$ cat src/rtl/sc_load_store_unit_if.sv
// Request/response and data-memory bus between the datapath, the load/store unit and memory.
// The slave modport is the load/store unit's view; master is the surrounding environment.
interface sc_load_store_unit_if #(
   parameter int ADDR_W = 32,
   parameter int DATA_W = 32
);
   logic              req_valid;
   logic              req_ready;
   logic              req_write;
   logic [1:0]        req_size;
   logic              req_unsigned;
   logic [ADDR_W-1:0] req_addr;
   logic [DATA_W-1:0] req_wdata;
   logic              resp_valid;
   logic              resp_ready;
   logic [DATA_W-1:0] resp_rdata;
   logic              resp_error;
   logic              mem_enable;
   logic              mem_read;
   logic              mem_write;
   logic [ADDR_W-1:0] mem_address;
   logic [DATA_W-1:0] mem_write_data;
   logic [DATA_W-1:0] mem_read_data;

   modport slave (
      input  req_valid, req_write, req_size, req_unsigned, req_addr, req_wdata,
      input  resp_ready, mem_read_data,
      output req_ready, resp_valid, resp_rdata, resp_error,
      output mem_enable, mem_read, mem_write, mem_address, mem_write_data
   );

   modport master (
      output req_valid, req_write, req_size, req_unsigned, req_addr, req_wdata,
      output resp_ready, mem_read_data,
      input  req_ready, resp_valid, resp_rdata, resp_error,
      input  mem_enable, mem_read, mem_write, mem_address, mem_write_data
   );
endinterface

$ cat src/rtl/sc_load_store_unit.sv
// Load/store unit: one request at a time, big-endian lanes, sub-word stores via read-modify-write.
// Memory has a combinational word read and a clocked word write.
module sc_load_store_unit #(
   parameter int ADDR_W = 32,
   parameter int DATA_W = 32
) (
   input logic                clk,
   input logic                reset_n,
   sc_load_store_unit_if.slave bus
);
   localparam logic [2:0] StIdle  = 3'd0;
   localparam logic [2:0] StRead  = 3'd1;
   localparam logic [2:0] StWrite = 3'd2;
   localparam logic [2:0] StErr   = 3'd3;
   localparam logic [2:0] StResp  = 3'd4;

   localparam logic [1:0] SizeByte = 2'b00;
   localparam logic [1:0] SizeHalf = 2'b01;
   localparam logic [1:0] SizeWord = 2'b10;

   logic [2:0]        state_q, state_d;
   logic              write_q;
   logic [1:0]        size_q;
   logic              unsigned_q;
   logic [ADDR_W-1:0] addr_q;
   logic [DATA_W-1:0] wdata_q;
   logic [DATA_W-1:0] old_word_q;
   logic [DATA_W-1:0] rdata_q;
   logic              error_q;

   logic              accept;
   logic              bad_req;
   logic [7:0]        lane_byte;
   logic [15:0]       lane_half;
   logic [DATA_W-1:0] load_data;
   logic [DATA_W-1:0] merged;

   assign accept  = (state_q == StIdle) && bus.req_valid;
   assign bad_req = (bus.req_size == 2'b11) ||
                    ((bus.req_size == SizeHalf) && bus.req_addr[0]) ||
                    ((bus.req_size == SizeWord) && (bus.req_addr[1:0] != 2'b00));

   always_comb begin
      state_d = state_q;
      case (state_q)
         StIdle: begin
            if (bus.req_valid) begin
               if (bad_req)                                          state_d = StErr;
               else if (bus.req_write && (bus.req_size == SizeWord)) state_d = StWrite;
               else                                                  state_d = StRead;
            end
         end
         StRead:  state_d = write_q ? StWrite : StResp;
         StWrite: state_d = StResp;
         StErr:   state_d = StResp;
         StResp:  if (bus.resp_ready) state_d = StIdle;
         default: state_d = StIdle;
      endcase
   end

   // Load lane select: offset 0 is the most significant byte/half.
   always_comb begin
      lane_byte = 8'h00;
      unique case (addr_q[1:0])
         2'd0: lane_byte = bus.mem_read_data[31:24];
         2'd1: lane_byte = bus.mem_read_data[23:16];
         2'd2: lane_byte = bus.mem_read_data[15:8];
         2'd3: lane_byte = bus.mem_read_data[7:0];
         default: lane_byte = 8'h00;
      endcase
      lane_half = addr_q[1] ? bus.mem_read_data[15:0] : bus.mem_read_data[31:16];
      case (size_q)
         SizeByte: load_data = unsigned_q ? {24'h000000, lane_byte}
                                          : {{24{lane_byte[7]}}, lane_byte};
         SizeHalf: load_data = unsigned_q ? {16'h0000, lane_half}
                                          : {{16{lane_half[15]}}, lane_half};
         default:  load_data = bus.mem_read_data;
      endcase
   end

   always_comb begin
      merged = old_word_q;
      case (size_q)
         SizeByte: begin
            unique case (addr_q[1:0])
               2'd0: merged[31:24] = wdata_q[7:0];
               2'd1: merged[23:16] = wdata_q[7:0];
               2'd2: merged[15:8]  = wdata_q[7:0];
               2'd3: merged[7:0]   = wdata_q[7:0];
               default: merged = old_word_q;
            endcase
         end
         SizeHalf: begin
            if (addr_q[1]) merged[15:0]  = wdata_q[15:0];
            else           merged[31:16] = wdata_q[15:0];
         end
         default: merged = wdata_q;
      endcase
   end

   always_ff @(posedge clk or negedge reset_n) begin
      if (!reset_n) begin
         state_q    <= StIdle;
         write_q    <= 1'b0;
         size_q     <= 2'b00;
         unsigned_q <= 1'b0;
         addr_q     <= '0;
         wdata_q    <= '0;
         old_word_q <= '0;
         rdata_q    <= '0;
         error_q    <= 1'b0;
      end else begin
         state_q <= state_d;
         case (state_q)
            StIdle: begin
               if (accept) begin
                  write_q    <= bus.req_write;
                  size_q     <= bus.req_size;
                  unsigned_q <= bus.req_unsigned;
                  addr_q     <= bus.req_addr;
                  wdata_q    <= bus.req_wdata;
                  rdata_q    <= '0;
                  error_q    <= 1'b0;
               end
            end
            StRead: begin
               old_word_q <= bus.mem_read_data;
               if (!write_q) rdata_q <= load_data;
            end
            StErr: error_q <= 1'b1;
            StResp: begin
               if (bus.resp_ready) begin
                  rdata_q <= '0;
                  error_q <= 1'b0;
               end
            end
            default: ;
         endcase
      end
   end

   // Memory strobes decode straight from state so an async reset drops them at once.
   assign bus.req_ready      = (state_q == StIdle);
   assign bus.resp_valid     = (state_q == StResp);
   assign bus.resp_rdata     = rdata_q;
   assign bus.resp_error     = error_q;
   assign bus.mem_read       = (state_q == StRead);
   assign bus.mem_write      = (state_q == StWrite);
   assign bus.mem_enable     = (state_q == StWrite);
   assign bus.mem_address    = ((state_q == StRead) || (state_q == StWrite)) ?
                               {addr_q[ADDR_W-1:2], 2'b00} : '0;
   assign bus.mem_write_data = (state_q == StWrite) ? merged : '0;
endmodule

$ cat src/flat_wrapper.sv
// flat-port wrapper written by rule: the top's interface ports become plain ports
module sc_load_store_unit_flat 
#(
   parameter int ADDR_W = 32,
   parameter int DATA_W = 32
)
  (clk, reset_n, bus_req_valid, bus_req_write, bus_req_size, bus_req_unsigned, bus_req_addr, bus_req_wdata, bus_resp_ready, bus_mem_read_data, bus_req_ready, bus_resp_valid, bus_resp_rdata, bus_resp_error, bus_mem_enable, bus_mem_read, bus_mem_write, bus_mem_address, bus_mem_write_data);
  sc_load_store_unit_if #(.ADDR_W(ADDR_W), .DATA_W(DATA_W)) bus_i ();
  input logic clk;
  input logic reset_n;
  input wire logic [$bits(bus_i.req_valid)-1:0] bus_req_valid;
  input wire logic [$bits(bus_i.req_write)-1:0] bus_req_write;
  input wire logic [$bits(bus_i.req_size)-1:0] bus_req_size;
  input wire logic [$bits(bus_i.req_unsigned)-1:0] bus_req_unsigned;
  input wire logic [$bits(bus_i.req_addr)-1:0] bus_req_addr;
  input wire logic [$bits(bus_i.req_wdata)-1:0] bus_req_wdata;
  input wire logic [$bits(bus_i.resp_ready)-1:0] bus_resp_ready;
  input wire logic [$bits(bus_i.mem_read_data)-1:0] bus_mem_read_data;
  output wire logic [$bits(bus_i.req_ready)-1:0] bus_req_ready;
  output wire logic [$bits(bus_i.resp_valid)-1:0] bus_resp_valid;
  output wire logic [$bits(bus_i.resp_rdata)-1:0] bus_resp_rdata;
  output wire logic [$bits(bus_i.resp_error)-1:0] bus_resp_error;
  output wire logic [$bits(bus_i.mem_enable)-1:0] bus_mem_enable;
  output wire logic [$bits(bus_i.mem_read)-1:0] bus_mem_read;
  output wire logic [$bits(bus_i.mem_write)-1:0] bus_mem_write;
  output wire logic [$bits(bus_i.mem_address)-1:0] bus_mem_address;
  output wire logic [$bits(bus_i.mem_write_data)-1:0] bus_mem_write_data;
  assign bus_i.req_valid = bus_req_valid;
  assign bus_i.req_write = bus_req_write;
  assign bus_i.req_size = bus_req_size;
  assign bus_i.req_unsigned = bus_req_unsigned;
  assign bus_i.req_addr = bus_req_addr;
  assign bus_i.req_wdata = bus_req_wdata;
  assign bus_i.resp_ready = bus_resp_ready;
  assign bus_i.mem_read_data = bus_mem_read_data;
  assign bus_req_ready = bus_i.req_ready;
  assign bus_resp_valid = bus_i.resp_valid;
  assign bus_resp_rdata = bus_i.resp_rdata;
  assign bus_resp_error = bus_i.resp_error;
  assign bus_mem_enable = bus_i.mem_enable;
  assign bus_mem_read = bus_i.mem_read;
  assign bus_mem_write = bus_i.mem_write;
  assign bus_mem_address = bus_i.mem_address;
  assign bus_mem_write_data = bus_i.mem_write_data;
  sc_load_store_unit #(.ADDR_W(ADDR_W), .DATA_W(DATA_W)) u_core (.clk(clk), .reset_n(reset_n), .bus(bus_i));
endmodule
$ cat config.mk
export PLATFORM = sky130hd
export DESIGN_NAME = sc_load_store_unit_flat
export DESIGN_NICKNAME = d
export VERILOG_FILES = /design/src/rtl/sc_load_store_unit_if.sv /design/src/rtl/sc_load_store_unit.sv /design/src/flat_wrapper.sv
export SDC_FILE = /design/constraint.sdc
export NUM_CORES = 1
export LEC_CHECK = 0
export BUFFER_PORTS_ARGS = -buffer_cell sky130_fd_sc_hd__buf_2
export CAP_MARGIN = 15
export CORE_ASPECT_RATIO = 0.9
export CORE_MARGIN = 4
export CORE_UTILIZATION = 40
export DETAILED_ROUTE_END_ITERATION = 8
export REMOVE_ABC_BUFFERS = 1
export SLEW_MARGIN = 30
export SYNTH_ARGS = -nofsm -noshare
export SYNTH_HDL_FRONTEND = slang
export SYNTH_SLANG_ARGS = --single-unit
$ cat constraint.sdc
create_clock -name clk -period 2.1 [get_ports clk]
set_input_delay 0.21 -clock clk [delete_from_list [all_inputs] [get_ports clk]]
set_output_delay 0.21 -clock clk [all_outputs]
set_load 0.01 [all_outputs]
==> results of run 1 <==
[power by group through the flow]
stage	combinational, mW	sequential [mW]	clock [mW]
after floorplan	4.22	4.99	0
after global placement	6.99	4.97	0
after detailed placement	7.17	5.02	0
after CTS	8.03	5.00	3.14
after global routing	8.94	5.19	3.26
final	8.28	5.04	3.10
[layout make-up]
| type | instances | area, µm² | area share |
|---|---|---|---|
| well taps | 235 | 294.0 | 0.03061 |
| flip-flops and latches | 136 | 3412 | 0.3552 |
| inverters | 14 | 52.55 | 0.005470 |
| clock inverters | 11 | 145.1 | 0.01511 |
| clock buffers | 21 | 470.5 | 0.04897 |
| diodes | 2 | 5.005 | 0.0005210 |
| repair buffers | 271 | 1714 | 0.1784 |
| multi-input cells | 409 | 3513 | 0.3657 |
[cells by family (layout without fill, tap and decap cells)]
| logic type | Yosys count | in the layout | synth area share |
|---|---|---|---|
| AO/OA/AOI/OAI | 148 | 148 | 0.1635 |
| buffers and inverters | 67 | 317 | 0.04762 |
| flip-flops | 136 | 136 | 0.4888 |
| multiplexers | 127 | 127 | 0.2049 |
| other | 1 | 4 | 0.0005386 |
| AND/OR/NAND/NOR | 131 | 132 | 0.09470 |
[stage by stage]
stage | std cells | power (mW)
after floorplan | 558 | 9.206
after global placement | 1041 | 11.96
after detailed placement | 1042 | 12.19
after CTS | 1095 | 16.17
after global routing | 1099 | 17.40
final | 1099 | 16.42
[critical path: cells and delay by family (launching register included)]
family / cells / cell delay (ns)
AOI/OAI and AO/OA: 1 / 0.17
buffers and inverters: 2 / 0.31
DFF: 1 / 0.47
muxes: 1 / 0.22
and+or+nand+nor: 2 / 0.36
[flip-flops by register name, summed over array words and instances (netlist names)]
signal                 cells
u_core.state_q             3
u_core.bus.resp_error      1
u_core.addr_q             32
u_core.old_word_q         32
u_core.unsigned_q          1
u_core.write_q             1
u_core.size_q              2
u_core.wdata_q            32
u_core.bus.resp_rdata     32
[placed cells by master, fill, tap and decap left out, types with 16 or more instances in the layout]
cell,Yosys,final
a21oi_1,36,26
a221o_1,16,16
buf_2,15,201
buf_4,8,40
clkbuf_16,0,17
dfrtp_1,136,131
mux2_2,116,108
nand2_1,46,37
nor2_1,24,20
nor2b_1,32,31
o21ai_0,18,17
[final timing paths]
check,start,endpoint,slack [ns],cells past startpoint
setup / recovery,u_core.addr_q[0]$_DFFE_PN0P_,bus_mem_write_data[5],-0.07,6
hold / removal,bus_req_wdata[3],u_core.wdata_q[3]$_DFFE_PN0P_,0.02,2
setup reg to reg,u_core.state_q[0]$_DFFE_PN0P_,u_core.addr_q[19]$_DFFE_PN0P_,0.21,5
hold reg to reg,u_core.bus.resp_rdata[3]$_DFFE_PN0P_,u_core.bus.resp_rdata[3]$_DFFE_PN0P_,0.49,1
max in group asynchronous,reset_n,u_core.addr_q[6]$_DFFE_PN0P_,1.18,3
min in group asynchronous,reset_n,u_core.wdata_q[6]$_DFFE_PN0P_,0.32,2
[timing repair]
| item | CTS | global route |
|---|---|---|
| cloned | 1 | 0 |
| endpoints found under the setup margin | 70 | 62 |
| resized for setup | 61 | 21 |
| hold buffers | 7 | 0 |
| buffers inserted | 13 | 3 |
| hold endpoints to repair | 56 | 0 |
| pin swaps | 25 | 23 |
[routing by layer]
layer / GRT usage / up-vias / share of wire
met5: 0 / - / 0
met1: 0.2961 / 2899 / 0.43
li1: - / 2698 / -
met2: 0.3838 / 162 / 0.50
met3: 0.05238 / 18 / 0.053
met4: 0.05952 / 0 / 0.014
[synth_stat cells (14+ instances only)]
cell type	n
o21ai_0	18
a221o_1	16
nand2_1	46
clkbuf_1	22
a21oi_1	36
nor2b_1	32
nor2_1	24
inv_1	14
buf_2	15
dfrtp_1	136
mux2_2	116
a22oi_1	16
==> run_results.csv, run 1 <==
group,metric,value,unit
worst_setup_path,worst-endpoint-arrival,1.96,ns
power_and_ir_drop,power_density,1709,nW/µm²
yosys,synth_top_cells_by_area,"dfrtp_1, mux2_2, nor2b_1",
yosys,async_flop_share,1.000,
sta,setup-tns-final,-1.069,ns
floorplan,io_pins,206,
yosys,syn_avg_cell_area,11.41,µm²
yosys,synth-seq-cells,136,
cts,clkTransAtPathRegs,0.06,ns
cts,cts_buffer_depth,2,
floorplan,die-width,147.1,µm
sta,finClkSkew,0.009047,ns
placed_design,hpwl,16.09,mm
power_and_ir_drop,p_sw_frac,0.3829,
power_and_ir_drop,max-vdd-ir-drop,0.7680,mV
floorplan,core,17000,µm²
yosys,synth.distinct_cells,45,
cts,htree_num_levels,4,
power_and_ir_drop,p_int,10.13,mW
sta,rsz0062_at_grt,"true",
global_route,antenna_found_initial,2,
status,outcome,"finished with violations",
route,wl_per_cell,20.17,µm
yosys,synth_warnings,0,
worst_setup_path,cp-start-kind,"register",
sta,tightest_slew,0.5248,ns
worst_setup_path,slowest_stage,"dfrtp_2",
yosys,synth.top_cell.area_share,0.4888,
final_layout,layout.nets,953,
status,violations,"negative setup slack",
route,drt_first_iter_violations,330,
placed_design,gp_congestion,0.8432,
placed_design,placed_cell_area,8428,µm²
sta,hold_viol_final,0,
floorplan,rows,45,
floorplan,initial_core_util,0.4095,
global_route,grt_overflow,0,
yosys,synthFlopType,"dfrtp_1",
yosys,syn-instance-count,610,
route,wl,22.17,mm
route,avgViaCountPerCell,5.257,
min_path,hold_class,"in2reg",
sta,slew_headroom,0.6502,
sta,fin_crit_sh,1.033,
power_and_ir_drop,p_comb_frac,0.504,
sta,fmax,460.9,MHz
worst_setup_path,cp_max_fo,7,
floorplan,dieArea,19590,µm²
route,drc,0,
route,vias,5777,
route,firstDrtPassIters,5,
cts,cts_tree,"built",
sta,finalSetupViolations,30,
power_and_ir_drop,seqPwrFrac,0.307,
cts,cts_buffers,17,
worst_setup_path,setup.worst_path.end_class,"primary output",
sta,worst_slack,-0.06962,ns
final_layout,layout-drive-gt1-share,0.5545,
route,drtAntennaViolNets,0,
yosys,synth_edf_count,0,
global_route,grt_pass1_vias,6264,
cts,clkLatencyLatePin,0.42,ns
final_layout,fin_util,0.5650,
worst_setup_path,crit_chain,"or2_4 > a21oi_4 > buf_6 > mux2i_2 > nor2_1 > buf_2",
sta,hold_slack,0.01675,ns
power_and_ir_drop,pwr-share-clk,0.189,
yosys,seq_area_frac_synth,0.4888,
cts,clockRootBuffer,"clkbuf_16",
yosys,synth.largest_area_cell,"dfrtp_1",
final_layout,fillers,1519,
power_and_ir_drop,power.switching,6.288,mW
yosys,synth_area,6963,µm²
worst_setup_path,crit_type,"reg2out",
placed_design,port_buffers,203,
worst_setup_path,max_stage_delay,0.47,ns
worst_setup_path,required,1.89,ns
global_route,grt_max_degree,54,
final_layout,area_growth,37.97,%
global_route,grt_pass1_wl,34.78,mm
floorplan,die_height,133.2,µm
sta,post-route-min-period,2.170,ns
job,cap_violations,0,
placed_design,dpl_worst_slack,-0.07443,ns
final_layout,design_area,9607,µm²
global_route,grt_usage,0.2271,
power_and_ir_drop,cellLeakagePower,4.517,nW
sta,drv_slew,0,
cts,cts.sinks,136,
Power figures use the tool's default switching activity.
==> run 2: changes to the inputs <==
--- a/config.mk
+++ b/config.mk
@@ -5,12 +5,13 @@
 export SDC_FILE = /design/constraint.sdc
 export NUM_CORES = 1
 export LEC_CHECK = 0
-export BUFFER_PORTS_ARGS = -buffer_cell sky130_fd_sc_hd__buf_2
+export BUFFER_PORTS_ARGS = -buffer_cell sky130_fd_sc_hd__buf_4
 export CAP_MARGIN = 15
 export CORE_ASPECT_RATIO = 0.9
 export CORE_MARGIN = 4
 export CORE_UTILIZATION = 40
 export DETAILED_ROUTE_END_ITERATION = 8
+export PLACE_DENSITY_LB_ADDON = 0.3
 export REMOVE_ABC_BUFFERS = 1
 export SLEW_MARGIN = 30
 export SYNTH_ARGS = -nofsm -noshare
==> run 2 against run 1 <==
The flow still finishes with violations (negative setup slack). Cell count is 0.64% lower. Count of clock-buffer cells in the layout is 3 higher. Critical path type unchanged. Non-clock buffer count is 5 lower. Maximum frequency hardly changed. Hold slack worse by 0.015 ns. Largest power group unchanged.
==> run_results.csv, run 2 (synthesis results as in run 1) <==
group,metric,value,unit
floorplan,core,17000,µm²
global_route,grt_pass1_wl,34.92,mm
sta,tightest_slew,0.5315,ns
global_route,grt_pass1_vias,6146,
final_layout,layout-drive-gt1-share,0.5554,
sta,worst_slack,-0.07146,ns
sta,setup-tns-final,-1.022,ns
final_layout,layout.nets,948,
final_layout,area_growth,45.61,%
route,drtAntennaViolNets,0,
worst_setup_path,crit_type,"reg2out",
final_layout,final_cell_mix,"buf_4, dfrtp_1, mux2_2",
cts,cts_buffer_depth,2,
cts,cts_tree,"built",
route,firstDrtPassIters,5,
floorplan,io_pins,206,
sta,slew_headroom,0.6457,
placed_design,gp_congestion,0.8717,
route,wl,22.82,mm
cts,clkLatencyLatePin,0.43,ns
global_route,grt_overflow,0,
floorplan,rows,45,
final_layout,n_antenna_cell,0,
sta,post-route-min-period,2.171,ns
final_layout,final_common_cell,"buf_4",
sta,hold_slack,0.001387,ns
cts,htree_num_levels,4,
route,vias,5895,
global_route,antenna_found_initial,0,
sta,hold_viol_final,0,
final_layout,regArea,3408,µm²
sta,drv_slew,0,
floorplan,dieArea,19590,µm²
final_layout,design_area,10140,µm²
worst_setup_path,rr_startpoint,"u_core.addr_q[1]$_DFFE_PN0P_",
final_layout,multi_input_area,3593,µm²
placed_design,port_buffers,203,
power_and_ir_drop,power_density,1678,nW/µm²
placed_design,hpwl,16.14,mm
worst_setup_path,worst-endpoint-arrival,1.96,ns
worst_setup_path,cp-start-kind,"register",
min_path,hold_class,"in2reg",
status,outcome,"finished with violations",
floorplan,initial_core_util,0.4095,
sta,finClkSkew,0.01186,ns
global_route,grt_max_degree,58,
cts,cts.sinks,136,
floorplan,die-width,147.1,µm
sta,rsz0062_at_grt,"true",
status,violations,"negative setup slack",
min_path,hold_start,"bus_req_wdata[31]",
job,cap_violations,0,
cts,clockRootBuffer,"clkbuf_16",
worst_setup_path,required,1.89,ns
route,drt_first_iter_violations,401,
sta,fmax,460.5,MHz
route,drc,0,
route,wl_per_cell,20.90,µm
floorplan,die_height,133.2,µm
worst_setup_path,cp-startpoint,"u_core.addr_q[0]$_DFFE_PN0P_",
worst_setup_path,setup.worst_path.end_class,"primary output",
power_and_ir_drop,max-vdd-ir-drop,0.8147,mV
placed_design,placed_cell_area,8896,µm²
sta,fin_crit_sh,1.034,
worst_setup_path,cp_max_fo,8,
route,avgViaCountPerCell,5.398,
cts,clkTransAtPathRegs,0.06,ns
global_route,grt_usage,0.2288,
cts,cts_buffers,17,
final_layout,fillers,1400,
sta,finalSetupViolations,30,
power_and_ir_drop,cellLeakagePower,4.618,nW
-- run 2: cell count changes in the layout (fill, tap and decap cells not counted), sizes merged --
cell	before	now
clkinv	4	5
buf	264	257
diode	2	0
inv	15	14
clkbuf	21	24
clkinvlp	3	0
dlygate4sd3	7	9
-- run 2: path summary, 6_finish.rpt --
path,endpoint,slack [ns],cells after the start
min reg2reg,u_core.addr_q[28]$_DFFE_PN0P_,0.50,1
min in group asynchronous,u_core.addr_q[15]$_DFFE_PN0P_,0.27,2
min,u_core.wdata_q[31]$_DFFE_PN0P_,0.001,3
max,bus_mem_write_data[15],-0.07,6
max reg2reg,u_core.bus.resp_rdata[19]$_DFFE_PN0P_,0.08,7
max in group asynchronous,u_core.addr_q[1]$_DFFE_PN0P_,1.13,3
-- run 2: cell type report --
cell class,instances,share of cell area
clock buffers,24,0.04751
clock inverters,8,0.01172
repair buffers,266,0.2160
well taps,235,0.02900
inverters,14,0.005183
flip-flops and latches,136,0.3362
multi-input cells,409,0.3544
-- run 2: worst max-delay path, cell delays in order (launching register included) --
cell	delay, ns
dfrtp_2	0.49
nand2b_4	0.18
buf_12	0.14
mux2_4	0.31
a22oi_2	0.15
a21oi_2	0.09
buf_4	0.17
-- run 2: metrics by stage --
stage                     cells  total power [mW]    util  setup slack, ns
after floorplan             558             9.206       -           -1.280
final                      1092             17.01  0.5962         -0.07146
after CTS                  1088             16.49  0.5834         -0.06811
after global routing       1092             17.97  0.5962          -0.1483
after detailed placement   1037             12.54  0.5232        -0.002290
after global placement     1037             12.31  0.5232          0.07389
-- run 2: power breakdown --
part / total (mW) / switching, mW / internal, mW / leakage (nW)
Clock: 3.08 / 1.12 / 1.96 / 0.298
Sequential: 5.11 / 1.18 / 3.93 / 1.67
Combinational: 8.82 / 4.13 / 4.69 / 2.65
-- run 2: routing by layer --
layer	vias up	routed length, µm	GRT usage
met5	-	0	0
met4	0	583	0.08023
met3	39	1258	0.05408
met2	194	11350	0.3874
met1	2976	9629	0.2884
li1	2686	-	-
-- run 2: what timing repair did --
item | 4_1_cts | 5_1_grt
cloned | 1 | 1
pin swaps | 25 | 19
resized for setup | 56 | 44
endpoints found under the hold margin | 43 | 0
hold buffers | 9 | 0
setup endpoints to repair | 62 | 61
buffers inserted | 9 | 3
==> run 3: changes to the inputs <==
--- a/config.mk
+++ b/config.mk
@@ -13,7 +13,9 @@
 export DETAILED_ROUTE_END_ITERATION = 8
 export PLACE_DENSITY_LB_ADDON = 0.3
 export REMOVE_ABC_BUFFERS = 1
+export SKIP_CTS_REPAIR_TIMING = 1
 export SLEW_MARGIN = 30
 export SYNTH_ARGS = -nofsm -noshare
 export SYNTH_HDL_FRONTEND = slang
 export SYNTH_SLANG_ARGS = --single-unit
+export TNS_END_PERCENT = 100
==> run 3 against run 2 <==
Critical endpoint is now bus_mem_write_data[3]. Global-route usage decreased by 0.71 points. The run ends with negative hold slack, negative setup slack left. Combinational power decreased by 2%. Die area unchanged. Sequential power decreased by 0.8%. Sequential cell count unchanged.
==> run_results.csv, run 3 (synthesis results as in run 1) <==
group,metric,value,unit
sta,hold_viol_final,1,
power_and_ir_drop,power_density,1680,nW/µm²
floorplan,die-width,147.1,µm
sta,fmax,456.3,MHz
sta,rsz0062_at_grt,"true",
final_layout,final_cell_mix,"buf_4, dfrtp_1, mux2_2",
global_route,grt_max_degree,58,
sta,tightest_slew,0.5155,ns
floorplan,rows,45,
cts,cts_tree,"built",
global_route,antenna_found_initial,0,
worst_setup_path,cp_max_fo,7,
cts,cts_buffers,17,
worst_setup_path,cp-start-kind,"register",
worst_setup_path,reg2reg_setup_slack,0.03,ns
route,wl,22.96,mm
global_route,grt_usage,0.2217,
cts,cts.sinks,136,
worst_setup_path,rr_startpoint,"u_core.addr_q[0]$_DFFE_PN0P_",
worst_setup_path,endpoint,"bus_mem_write_data[3]",
worst_setup_path,cp-startpoint,"u_core.addr_q[1]$_DFFE_PN0P_",
floorplan,die_height,133.2,µm
route,drc,0,
sta,finalSetupViolations,23,
placed_design,hpwl,16.14,mm
cts,clockRootBuffer,"clkbuf_16",
cts,clkTransAtPathRegs,0.06,ns
global_route,grt_pass1_wl,33.71,mm
sta,worst_slack,-0.09131,ns
route,drt_first_iter_violations,362,
worst_setup_path,reg2reg_to,"u_core.bus.resp_rdata[19]$_DFFE_PN0P_",
placed_design,gp_congestion,0.8717,
final_layout,final-instance-count-excl-fill,1089,
status,violations,"negative hold slack, negative setup slack",
final_layout,fin_util,0.5876,
final_layout,fillers,1417,
sta,hold_slack,-0.003018,ns
route,firstDrtPassIters,5,
worst_setup_path,required,1.89,ns
sta,finClkSkew,0.009723,ns
sta,post-route-min-period,2.191,ns
cts,cts_buffer_depth,2,
job,cap_violations,0,
min_path,hold_class,"in2reg",
final_layout,n_antenna_cell,0,
cts,htree_num_levels,4,
sta,slew_headroom,0.6563,
route,drtAntennaViolNets,0,
worst_setup_path,worst-endpoint-arrival,1.98,ns
route,wl_per_cell,21.08,µm
floorplan,core,17000,µm²
final_layout,final_common_cell,"buf_4",
floorplan,initial_core_util,0.4095,
route,vias,5907,
worst_setup_path,setup.worst_path.end_class,"primary output",
final_layout,multi_input_area,3495,µm²
final_layout,layout.nets,945,
placed_design,dp.cells,1037,
sta,fin_crit_sh,1.043,
final_layout,regArea,3408,µm²
placed_design,port_buffers,203,
global_route,grt_overflow,0,
floorplan,dieArea,19590,µm²
global_route,grt_pass1_vias,5985,
final_layout,layout-drive-gt1-share,0.5386,
worst_setup_path,r2r_cells,7,
status,outcome,"finished with violations",
power_and_ir_drop,cellLeakagePower,4.589,nW
floorplan,io_pins,206,
sta,drv_slew,0,
cts,clkLatencyLatePin,0.42,ns
route,avgViaCountPerCell,5.424,
final_layout,area_growth,43.50,%
worst_setup_path,crit_type,"reg2out",
power_and_ir_drop,max-vdd-ir-drop,0.7925,mV
run 3: cell types whose count changed in the layout (fill, tap and decap cells not counted), moves of 3 or more:
cell and delta:
a2bb2oi_2 -5, a22oi_1 +6, a21oi_1 +3, a22oi_2 -6, dlygate4sd3_1 -5, a21oi_2 -3, a2bb2oi_1 +5
run 3: how the worst min path moves through the flow:
stage / start / to / slack [ns] / cells past startpoint
floorplan: reset_n / u_core.addr_q[0]$_DFFE_PN0P_ / -0.09 / 0
global placement: reset_n / u_core.addr_q[14]$_DFFE_PN0P_ / 0.14 / 1
detailed placement: reset_n / u_core.addr_q[12]$_DFFE_PN0P_ / 0.15 / 1
CTS: reset_n / u_core.addr_q[12]$_DFFE_PN0P_ / -0.30 / 1
global route: bus_req_wdata[28] / u_core.wdata_q[28]$_DFFE_PN0P_ / 0.002 / 3
finish: bus_req_wdata[28] / u_core.wdata_q[28]$_DFFE_PN0P_ / -0.003 / 3
run 3: area by class of cell:
| class | count | share of cell area |
|---|---|---|
| Tap cell | 235 | 0.02943 |
| Inverter | 14 | 0.005259 |
| Multi-Input combinational cell | 409 | 0.3497 |
| Clock inverter | 8 | 0.01190 |
| Sequential cell | 136 | 0.3411 |
| Clock buffer | 24 | 0.04821 |
| Timing Repair Buffer | 263 | 0.2144 |
run 3: metal layers:
layer | up-vias | wire, µm | GRT usage
met4 | 0 | 495 | 0.07453
li1 | 2680 | - | -
met2 | 188 | 11460 | 0.3746
met5 | - | 0 | 0
met3 | 34 | 1312 | 0.05544
met1 | 3005 | 9690 | 0.2794
run 3: power by group:
| group | switching [mW] | leakage [nW] | internal (mW) |
|---|---|---|---|
| Clock | 1.12 | 0.298 | 1.96 |
| Combinational | 4.06 | 2.63 | 4.58 |
| Sequential | 1.14 | 1.67 | 3.93 |
| Total | 6.32 | 4.59 | 10.5 |
run 3: through the flow:
| step | setup slack (ns) | TNS [ns] | area, µm² | total power, mW |
|---|---|---|---|---|
| 2_1_floorplan | -1.280 | -125.35 | 6688 | 9.206 |
| 3_3_place_gp | 0.07389 | 0 | 8896 | 12.31 |
| 3_5_place_dp | -0.002290 | -0.002290 | 8896 | 12.54 |
| 4_1_cts | -0.4691 | -20.31 | 9497 | 15.67 |
| 5_1_grt | -0.1619 | -4.137 | 9992 | 17.73 |
| 6_report | -0.09131 | -0.7678 | 9992 | 16.79 |
run 3: worst max-delay path: stages (launching register included):
cell     delay [ns]
dfrtp_2        0.50
buf_8          0.17
buf_12         0.12
a21oi_4        0.16
buf_6          0.16
mux2i_4        0.24
nor2_1         0.06
buf_4          0.16
